--- config.mk ---
export PLATFORM = sky130hd
export DESIGN_NAME = cache_mem_arbiter_flat
export DESIGN_NICKNAME = d
export VERILOG_FILES = /design/src/rtl/cache_mem_arbiter_if.sv /design/src/rtl/cache_mem_arbiter.sv /design/src/flat_wrapper.sv
export SDC_FILE = /design/constraint.sdc
export NUM_CORES = 1
export LEC_CHECK = 0
export ABC_AREA = 1
export CORE_AREA = 4 4 103 105
export CTS_CLUSTER_DIAMETER = 30
export CTS_CLUSTER_SIZE = 16
export DETAILED_ROUTE_END_ITERATION = 6
export DIE_AREA = 0 0 107 109
export DONT_BUFFER_PORTS = 1
export PLACE_DENSITY = 0.39
export SLEW_MARGIN = 20
export SYNTH_ARGS = -nofsm -noshare
export SYNTH_HDL_FRONTEND = slang
export SYNTH_SLANG_ARGS = --single-unit
--- constraint.sdc ---
create_clock -name clk -period 3.3 [get_ports clk]
set_input_delay 0.66 -clock clk [delete_from_list [all_inputs] [get_ports clk]]
set_output_delay 0.66 -clock clk [all_outputs]
set_load 0.02 [all_outputs]
--- src/rtl/cache_mem_arbiter_if.sv ---
// Bundle between the cache controllers, the line arbiter and the single-word memory port.
// The slave modport is the arbiter; master is the requester/memory environment.
interface cache_mem_arbiter_if #(
    parameter int unsigned N_REQ      = 2,
    parameter int unsigned LINE_WIDTH = 4
);
    logic [N_REQ-1:0]      req;
    logic [N_REQ-1:0]      req_write;
    logic [32*N_REQ-1:0]   req_addr;
    logic [32*N_REQ-1:0]   req_wdata;
    logic [N_REQ-1:0]      gnt;
    logic [LINE_WIDTH-1:0] beat;
    logic [N_REQ-1:0]      done;
    logic [31:0]           rdata;
    logic                  mwrite_en;
    logic [31:0]           maddr;
    logic [31:0]           mdata;
    logic [31:0]           mout;

    modport slave (
        input  req, req_write, req_addr, req_wdata, mout,
        output gnt, beat, done, rdata, mwrite_en, maddr, mdata
    );

    modport master (
        output req, req_write, req_addr, req_wdata, mout,
        input  gnt, beat, done, rdata, mwrite_en, maddr, mdata
    );
endinterface

--- src/rtl/cache_mem_arbiter.sv ---
// Round-robin arbiter granting the memory port one whole cache line at a time and
// generating the per-beat word address from the owner's line base.
module cache_mem_arbiter #(
    parameter int unsigned  N_REQ      = 2,
    parameter int unsigned  LINE_WIDTH = 4,
    localparam int unsigned BEATS      = 2 ** (LINE_WIDTH - 2)
) (
    input  logic               clk,
    input  logic               reset,
    input  logic               en,
    cache_mem_arbiter_if.slave bus
);
    localparam int unsigned IdxW  = (N_REQ > 1) ? $clog2(N_REQ) : 1;
    localparam int unsigned BeatW = LINE_WIDTH - 2;

    typedef enum logic [0:0] {StIdle, StXfer} state_e;

    state_e                  state_q, state_d;
    logic [N_REQ-1:0]        gnt_q, gnt_d;
    logic [IdxW-1:0]         owner_q, owner_d;
    logic [IdxW-1:0]         last_q, last_d;
    logic [BeatW-1:0]        beat_q, beat_d;
    logic [IdxW-1:0]         pick, idx;
    logic                    found;
    logic [31-LINE_WIDTH:0]  own_base;
    logic [31:0]             own_wdata;
    logic                    own_req, own_write;
    logic                    xfer, active, last_beat;

    // Scan last+1, last+2, ... so the previous owner has lowest priority.
    always_comb begin
        pick  = last_q;
        found = 1'b0;
        idx   = '0;
        for (int unsigned i = 1; i <= N_REQ; i++) begin
            idx = IdxW'((32'(last_q) + i) % N_REQ);
            if (!found && bus.req[idx]) begin
                found = 1'b1;
                pick  = idx;
            end
        end
    end

    always_comb begin
        own_base  = '0;
        own_wdata = '0;
        for (int unsigned i = 0; i < N_REQ; i++) begin
            if (owner_q == IdxW'(i)) begin
                own_base  = bus.req_addr[32*i+LINE_WIDTH +: 32-LINE_WIDTH];
                own_wdata = bus.req_wdata[32*i +: 32];
            end
        end
    end

    assign own_req   = bus.req[owner_q];
    assign own_write = bus.req_write[owner_q];
    assign xfer      = !reset && (state_q == StXfer);
    // A beat happens only when enabled and the owner still holds its request.
    assign active    = xfer && en && own_req;
    assign last_beat = (beat_q == BeatW'(BEATS - 1));

    always_comb begin
        state_d = state_q;
        gnt_d   = gnt_q;
        owner_d = owner_q;
        last_d  = last_q;
        beat_d  = beat_q;
        if (en) begin
            unique case (state_q)
                StIdle: begin
                    if (found) begin
                        state_d = StXfer;
                        owner_d = pick;
                        gnt_d   = N_REQ'(1) << pick;
                        beat_d  = '0;
                    end
                end
                StXfer: begin
                    if (!own_req || last_beat) begin
                        state_d = StIdle;
                        last_d  = owner_q;
                        gnt_d   = '0;
                        beat_d  = '0;
                    end else begin
                        beat_d = beat_q + 1'b1;
                    end
                end
                default: state_d = StIdle;
            endcase
        end
    end

    always_ff @(posedge clk) begin
        if (reset) begin
            state_q <= StIdle;
            gnt_q   <= '0;
            owner_q <= '0;
            last_q  <= IdxW'(N_REQ - 1);
            beat_q  <= '0;
        end else begin
            state_q <= state_d;
            gnt_q   <= gnt_d;
            owner_q <= owner_d;
            last_q  <= last_d;
            beat_q  <= beat_d;
        end
    end

    always_comb begin
        bus.gnt       = gnt_q;
        bus.rdata     = bus.mout;
        bus.beat      = xfer ? {beat_q, 2'b00} : '0;
        bus.maddr     = xfer ? {own_base, beat_q, 2'b00} : '0;
        bus.mdata     = xfer ? own_wdata : '0;
        bus.mwrite_en = active && own_write;
        bus.done      = '0;
        if (active && last_beat) begin
            bus.done[owner_q] = 1'b1;
        end
    end
endmodule

--- src/flat_wrapper.sv ---
// flat-port wrapper written by rule: the top's interface ports become plain ports
module cache_mem_arbiter_flat 
#(
    parameter int unsigned  N_REQ      = 2,
    parameter int unsigned  LINE_WIDTH = 4,
    localparam int unsigned BEATS      = 2 ** (LINE_WIDTH - 2)
)
  (clk, reset, en, bus_req, bus_req_write, bus_req_addr, bus_req_wdata, bus_mout, bus_gnt, bus_beat, bus_done, bus_rdata, bus_mwrite_en, bus_maddr, bus_mdata);
  cache_mem_arbiter_if #(.N_REQ(N_REQ), .LINE_WIDTH(LINE_WIDTH)) bus_i ();
  input  logic clk;
  input  logic reset;
  input  logic en;
  input wire logic [$bits(bus_i.req)-1:0] bus_req;
  input wire logic [$bits(bus_i.req_write)-1:0] bus_req_write;
  input wire logic [$bits(bus_i.req_addr)-1:0] bus_req_addr;
  input wire logic [$bits(bus_i.req_wdata)-1:0] bus_req_wdata;
  input wire logic [$bits(bus_i.mout)-1:0] bus_mout;
  output wire logic [$bits(bus_i.gnt)-1:0] bus_gnt;
  output wire logic [$bits(bus_i.beat)-1:0] bus_beat;
  output wire logic [$bits(bus_i.done)-1:0] bus_done;
  output wire logic [$bits(bus_i.rdata)-1:0] bus_rdata;
  output wire logic [$bits(bus_i.mwrite_en)-1:0] bus_mwrite_en;
  output wire logic [$bits(bus_i.maddr)-1:0] bus_maddr;
  output wire logic [$bits(bus_i.mdata)-1:0] bus_mdata;
  assign bus_i.req = bus_req;
  assign bus_i.req_write = bus_req_write;
  assign bus_i.req_addr = bus_req_addr;
  assign bus_i.req_wdata = bus_req_wdata;
  assign bus_i.mout = bus_mout;
  assign bus_gnt = bus_i.gnt;
  assign bus_beat = bus_i.beat;
  assign bus_done = bus_i.done;
  assign bus_rdata = bus_i.rdata;
  assign bus_mwrite_en = bus_i.mwrite_en;
  assign bus_maddr = bus_i.maddr;
  assign bus_mdata = bus_i.mdata;
  cache_mem_arbiter #(.N_REQ(N_REQ), .LINE_WIDTH(LINE_WIDTH)) u_core (.clk(clk), .reset(reset), .en(en), .bus(bus_i));
endmodule
# Word-level counts from Yosys, hierarchy flattened
# Cells that the tools add are included.
[word_totals]
reg_bits = 7
output_inout_bits = 105
elab_cells = 61
in_bits = 167
[op_classes]
n_shift = 1
n_lt_le_gt_ge = 4
addsub = 3
reduce_logical = 15
n_mux = 29
eq_ne = 3
bitwise = 1
[op_table]
columns = ["operator", "n"]
rows = [
  ["$mux 32", 3],
  ["$mux 28", 1],
  ["$mux 1", 15],
  ["$mux 2", 5],
  ["$reduce_and 3->1", 3],
  ["$pmux 2 s2", 2],
  ["$logic_and 1x1->1", 7],
  ["$lt 1x2->1 const B", 3],
  ["$mux 4", 1],
  ["$logic_not 1->1", 3],
  ["$add 1x1->1 const B", 2],
  ["$add 2x1->2 const B", 1],
  ["$eq 2x2->1 const B", 1],
  ["$ne 2x1->1 const B", 1],
  ["$ne 2x2->1 const B", 1],
  ["$pmux 1 s2", 1],
  ["$reduce_and 2->1", 1],
  ["$shl 1x1->2 const A", 1],
  ["$demux 1 s1", 1],
  ["$ge 1x1->1 const B", 1],
  ["$logic_or 1x1->1", 1],
  ["$not 1->1", 1],
]

# Logic depth before layout (Yosys ltp)
[logic_depth]
ltp_word = 10
mapped_depth = 7
depth_no_buf = 7

# Least setup slack after synthesis
# No wires, ideal clock.
[synth_path]
kind = "input-to-output"
from = "in reset"
to = "out bus_maddr[3]"
t_required_ps = 2640
slack_ps = 1100
arrival_ps = 1540
stages = 5
n_path_buf = 2
path_cell_list = "nor2_4 -> inv_4 -> buf_6 -> nor2_1 -> buf_4"
[synth_between]
elab_chain_len = 3
[synth_rtl]
columns = ["item", "line", "text"]
rows = [
  ["start, declared", "flat_wrapper.sv:11", "input logic reset;"],
  ["$logic_not 1->1", "cache_mem_arbiter.sv:57", "assign xfer = !reset && (state_q == StXfer);"],
  ["$logic_and 1x1->1", "cache_mem_arbiter.sv:57", ""],
  ["$mux 32", "cache_mem_arbiter.sv:113", "bus.maddr = xfer ? {own_base, beat_q, 2'b00} : '0;"],
  ["end, declared", "flat_wrapper.sv:23", "output wire logic [$bits(bus_i.maddr)-1:0] bus_maddr;"],
]
# Every way passes these cells.

# Worst setup path in the final report
[layout_path]
from = "reg u_core.owner_q"
to = "out bus_done[1]"
[layout_between]
elab_chain_len = 5
word_cells_on_any_way = 10
classes_between = "order compare: 2; mux: 5; reduce/logical: 3"
[layout_rtl]
columns = ["item", "line", "text"]
rows = [
  ["start, declared", "cache_mem_arbiter.sv:20", "logic [IdxW-1:0] owner_q, owner_d;"],
  ["start signal, assigned", "cache_mem_arbiter.sv:103", "owner_q <= owner_d;"],
  ["$lt 1x2->1 (implied by the code) (tied with other cells)", "cache_mem_arbiter.sv:118", "bus.done[owner_q] = 1'b1;"],
  ["$logic_and 1x1->1 (implied by the code) or $mux 1 (tied branches)", "cache_mem_arbiter.sv:118, cache_mem_arbiter.sv:55", ""],
  ["$mux 1 (implied by the code) or $logic_and 1x1->1 (tied branches)", "cache_mem_arbiter.sv:118, cache_mem_arbiter.sv:59", ""],
  ["$demux 1 s1 or $logic_and 1x1->1 (tied branches)", "-", ""],
  ["$mux 2 *", "cache_mem_arbiter.sv:117", "if (active && last_beat) begin"],
  ["end, declared", "flat_wrapper.sv:20", "output wire logic [$bits(bus_i.done)-1:0] bus_done;"],
]
# Mark *: on every way between the ends. The rest lies on a longest branch, timed or not. The select of a mux whose other input is x is not followed.

==> flow_metrics.env <==
export IMPL_fp_dieArea_mm2=0.0117
export IMPL_wirelength_um=5740
export IMPL_drt_pass1_iter_count=6
export IMPL_path_depth_of_the_worst_reg2reg_path=7
export IMPL_synth_top_family_by_area="simple AND/OR/NAND/NOR gates"
export IMPL_clk_insertion_delay_late_ns=0.23
export IMPL_cpLargestDelayFamily="flip-flops"
export IMPL_timing_critical_path_cells="inv_2 > buf_12 > nor2_1"
export IMPL_drt_antenna_violating_nets=0
export IMPL_synthesis_area_mm2=0.00161
export IMPL_place_inst=384
export IMPL_synth_warnings=0
export IMPL_vdd_ir_drop_worst_v=0.000278
export IMPL_cp_data_arrival_time_ns=2.07
export IMPL_yosys_area_share_xor_xnor_pct=0
export IMPL_global_route_wire_length_before_repair_um=7280
export IMPL_drt_drc_violations_left=0
export IMPL_overflow=0
export IMPL_dieWidth_um=107
export IMPL_crit_path_top_delay_cell="dfxtp_2"
export IMPL_finish_instance_area_mm2=0.00145
export IMPL_critPathRequiredTime_ns=2.64
export IMPL_chipHeight_um=109
export IMPL_post_cts_resize_count=0
export IMPL_synthDistinctLibCells=21
export IMPL_static_leakage_power_nw=0.604
export IMPL_initial_core_util_pct=16.7
export IMPL_synth_top_cells_by_area="nand2_1, buf_4, a21oi_1"
export IMPL_clock_skew_ns=0.00305
export IMPL_cpPeakStageDelay_ns=0.79
export IMPL_routedWlPerCell_um=14.8
export IMPL_synth_compound_area_share_pct=22.6
export IMPL_synth_seq_area_share_pct=8.71
export IMPL_pin_count_of_the_biggest_net_entering_global_routing=63
export IMPL_clkSinkCount=7
export IMPL_run_status="finished clean"
export IMPL_layout_drive_gt1_share_pct=9.02
export IMPL_top_level_ports=272
export IMPL_synthAdderAreaFrac_pct=0.778
export IMPL_worstMarginPinSlew_ns=0.739
export IMPL_avgViaCountPerCell=4.43
export IMPL_synth_top_cell_area_share_pct=32.2
export IMPL_clock_fmax_mhz=366
export IMPL_timing_hold_violations_final=0
export IMPL_layoutNonFillerInstCount=388
export IMPL_fin_crit_sh_pct=82.8
export IMPL_finalCriticalPeriod_ns=2.73
export IMPL_synthSimpleGateAreaFrac_pct=39.2
export IMPL_final_core_utilization_pct=15.0
export IMPL_portBuffers=0
export IMPL_synth_common_cells="nand2_1, a21oi_1, buf_4, nor2_1, a21oi_2"
export IMPL_cts_buffers=3
export IMPL_type_of_the_worst_setup_path="register to output pin"
export IMPL_critical_path_startpoint_type="register"
export IMPL_synth_most_common_cell="nand2_1"
export IMPL_post_cts_setup_buffer_count=0
export IMPL_syn_area_per_cell_um2=5.33
export IMPL_diodes=0
export IMPL_dr_total_vias=1719
export IMPL_num_fill_cells=1133
export IMPL_cts_buffer_depth=2
export IMPL_worst_slew_margin_rel_pct=50.6
export IMPL_gp_routability_congestion=0.667
export IMPL_synth_enable_flop_cells=0
export IMPL_critical_path_peak_fanout=39
export IMPL_grt_util_all_layers_pct=7.88
export IMPL_postSynthCellCount=302
export IMPL_number_of_nets_in_the_finished_design=424
export IMPL_holdCritPathClass="register to register"
export IMPL_synthMuxAreaShare_pct=0
export IMPL_cts_htree_levels=1
export IMPL_finalHoldWorstSlack_ns=0.484
export IMPL_number_of_failing_setup_endpoints_in_the_final_timing_report=0
export IMPL_synth_async_reset_ratio_pct=0
export IMPL_cts_tree="yes"
export IMPL_core_area_mm2=0.00964
export IMPL_grt_pass1_vias=1334
export IMPL_critical_path_buf_inv_count=2
export IMPL_max_cap_viol=0
export IMPL_multiInputGateArea_mm2=0.00102
export IMPL_power_density_mw_per_mm2=291
export IMPL_end_kind="output pin"
export IMPL_layout_area_overhead_vs_synth_pct=-9.95
export IMPL_hold_buffers=0
export IMPL_core_rowCount=36
export IMPL_timing_setup_tns_ns=0
export IMPL_unrepaired_setup_endpoints_after_global_routing="false"
export IMPL_whs_path_depth=2
export IMPL_drt_first_iter_violations=93
export IMPL_cts_root_buf="clkbuf_8"
export IMPL_grt_antenna_before_repair=0
export IMPL_post_synth_top_area_cell="nand2_1"
export IMPL_layout_area_seq_um2=141
export IMPL_yosys_most_used_dff="dfxtp_1"
export IMPL_critical_path_cell_count=3
export IMPL_clock_input_transition_at_the_sequential_cells_of_the_worst_setup_and_hold_paths_ns=0.04
export IMPL_finalMaxSlewViolations=0
export IMPL_dpl_instance_area_mm2=0.00140
export IMPL_detailed_place_hpwl_um=4650
export IMPL_number_of_storage_elements_in_the_synthesis_netlist=7
[state kept, by name, summed over array words and instances (netlist names)]
signal,cells
u_core.owner_q,1
u_core.state_q,1
u_core.last_q,1
u_core.beat_q,2
u_core.bus.gnt,2
[layout by cell type, fill, tap and decap left out, drive strengths merged]
cell and instances:
a21oi 62, dfxtp 7, ha 1, nand4 1
nand3 8, inv 10, conb 4, o21ai 3
nor2 11, nor3 1, nand2 140, buf 3
clkbuf 4
[final cells by class]
cell class	count	share of cell area, %
Sequential cell	7	9.76
Inverter	10	2.76
Timing Repair Buffer	3	2.42
Clock buffer	4	3.11
Tap cell	133	11.5
Multi-Input combinational cell	231	70.5
[where the power goes]
part	total [mW]	internal, mW	switching, mW
sequential	0.110	0.0917	0.0185
clock	0.122	0.0837	0.0381
combinational	0.190	0.0472	0.143
total	0.422	0.223	0.199
[metrics by stage]
step | power (mW) | worst slack, ns
floorplan | 0.341 | 1.10
global placement | 0.300 | 0.816
detailed placement | 0.304 | 0.764
CTS | 0.430 | 0.517
global route | 0.462 | 0.383
finish | 0.422 | 0.566
[path summary, 6_finish.rpt]
| path | startpoint | to | slack, ns |
|---|---|---|---|
| max | u_core.owner_q$_SDFFE_PP0P_ | bus_done[1] | 0.57 |
| min | u_core.last_q$_SDFFE_PP1P_ | u_core.last_q$_SDFFE_PP1P_ | 0.48 |
| max reg2reg | u_core.owner_q$_SDFFE_PP0P_ | u_core.beat_q[1]$_SDFFE_PP0P_ | 1.42 |
| min reg2reg | u_core.last_q$_SDFFE_PP1P_ | u_core.last_q$_SDFFE_PP1P_ | 0.48 |
[worst register-to-register path, delay by kind of cell, from the launching register on]
| family | cells | cell delay, ns |
|---|---|---|
| buffers and inverters | 1 | 0.41 |
| and+or+nand+nor | 6 | 0.56 |
| DFF | 1 | 0.79 |
[kinds of logic (layout without fill, tap and decap cells)]
kind of cell | count (synthesis) | count (layout)
buffers and inverters | 67 | 17
AND/OR/NAND/NOR | 161 | 161
other | 1 | 4
adder cells (fa/ha/maj) | 1 | 1
flip-flops | 7 | 7
AO/OA/AOI/OAI | 65 | 65
[metal layers]
metal  track usage [%]  part of all wire, %  wire, µm
met5                 0                    0         0
met4              2.01                  2.2       125
met3              3.85                   14       778
met2              12.7                   48      2730
met1              9.41                   37      2100
Power figures use the tool's default switching activity.
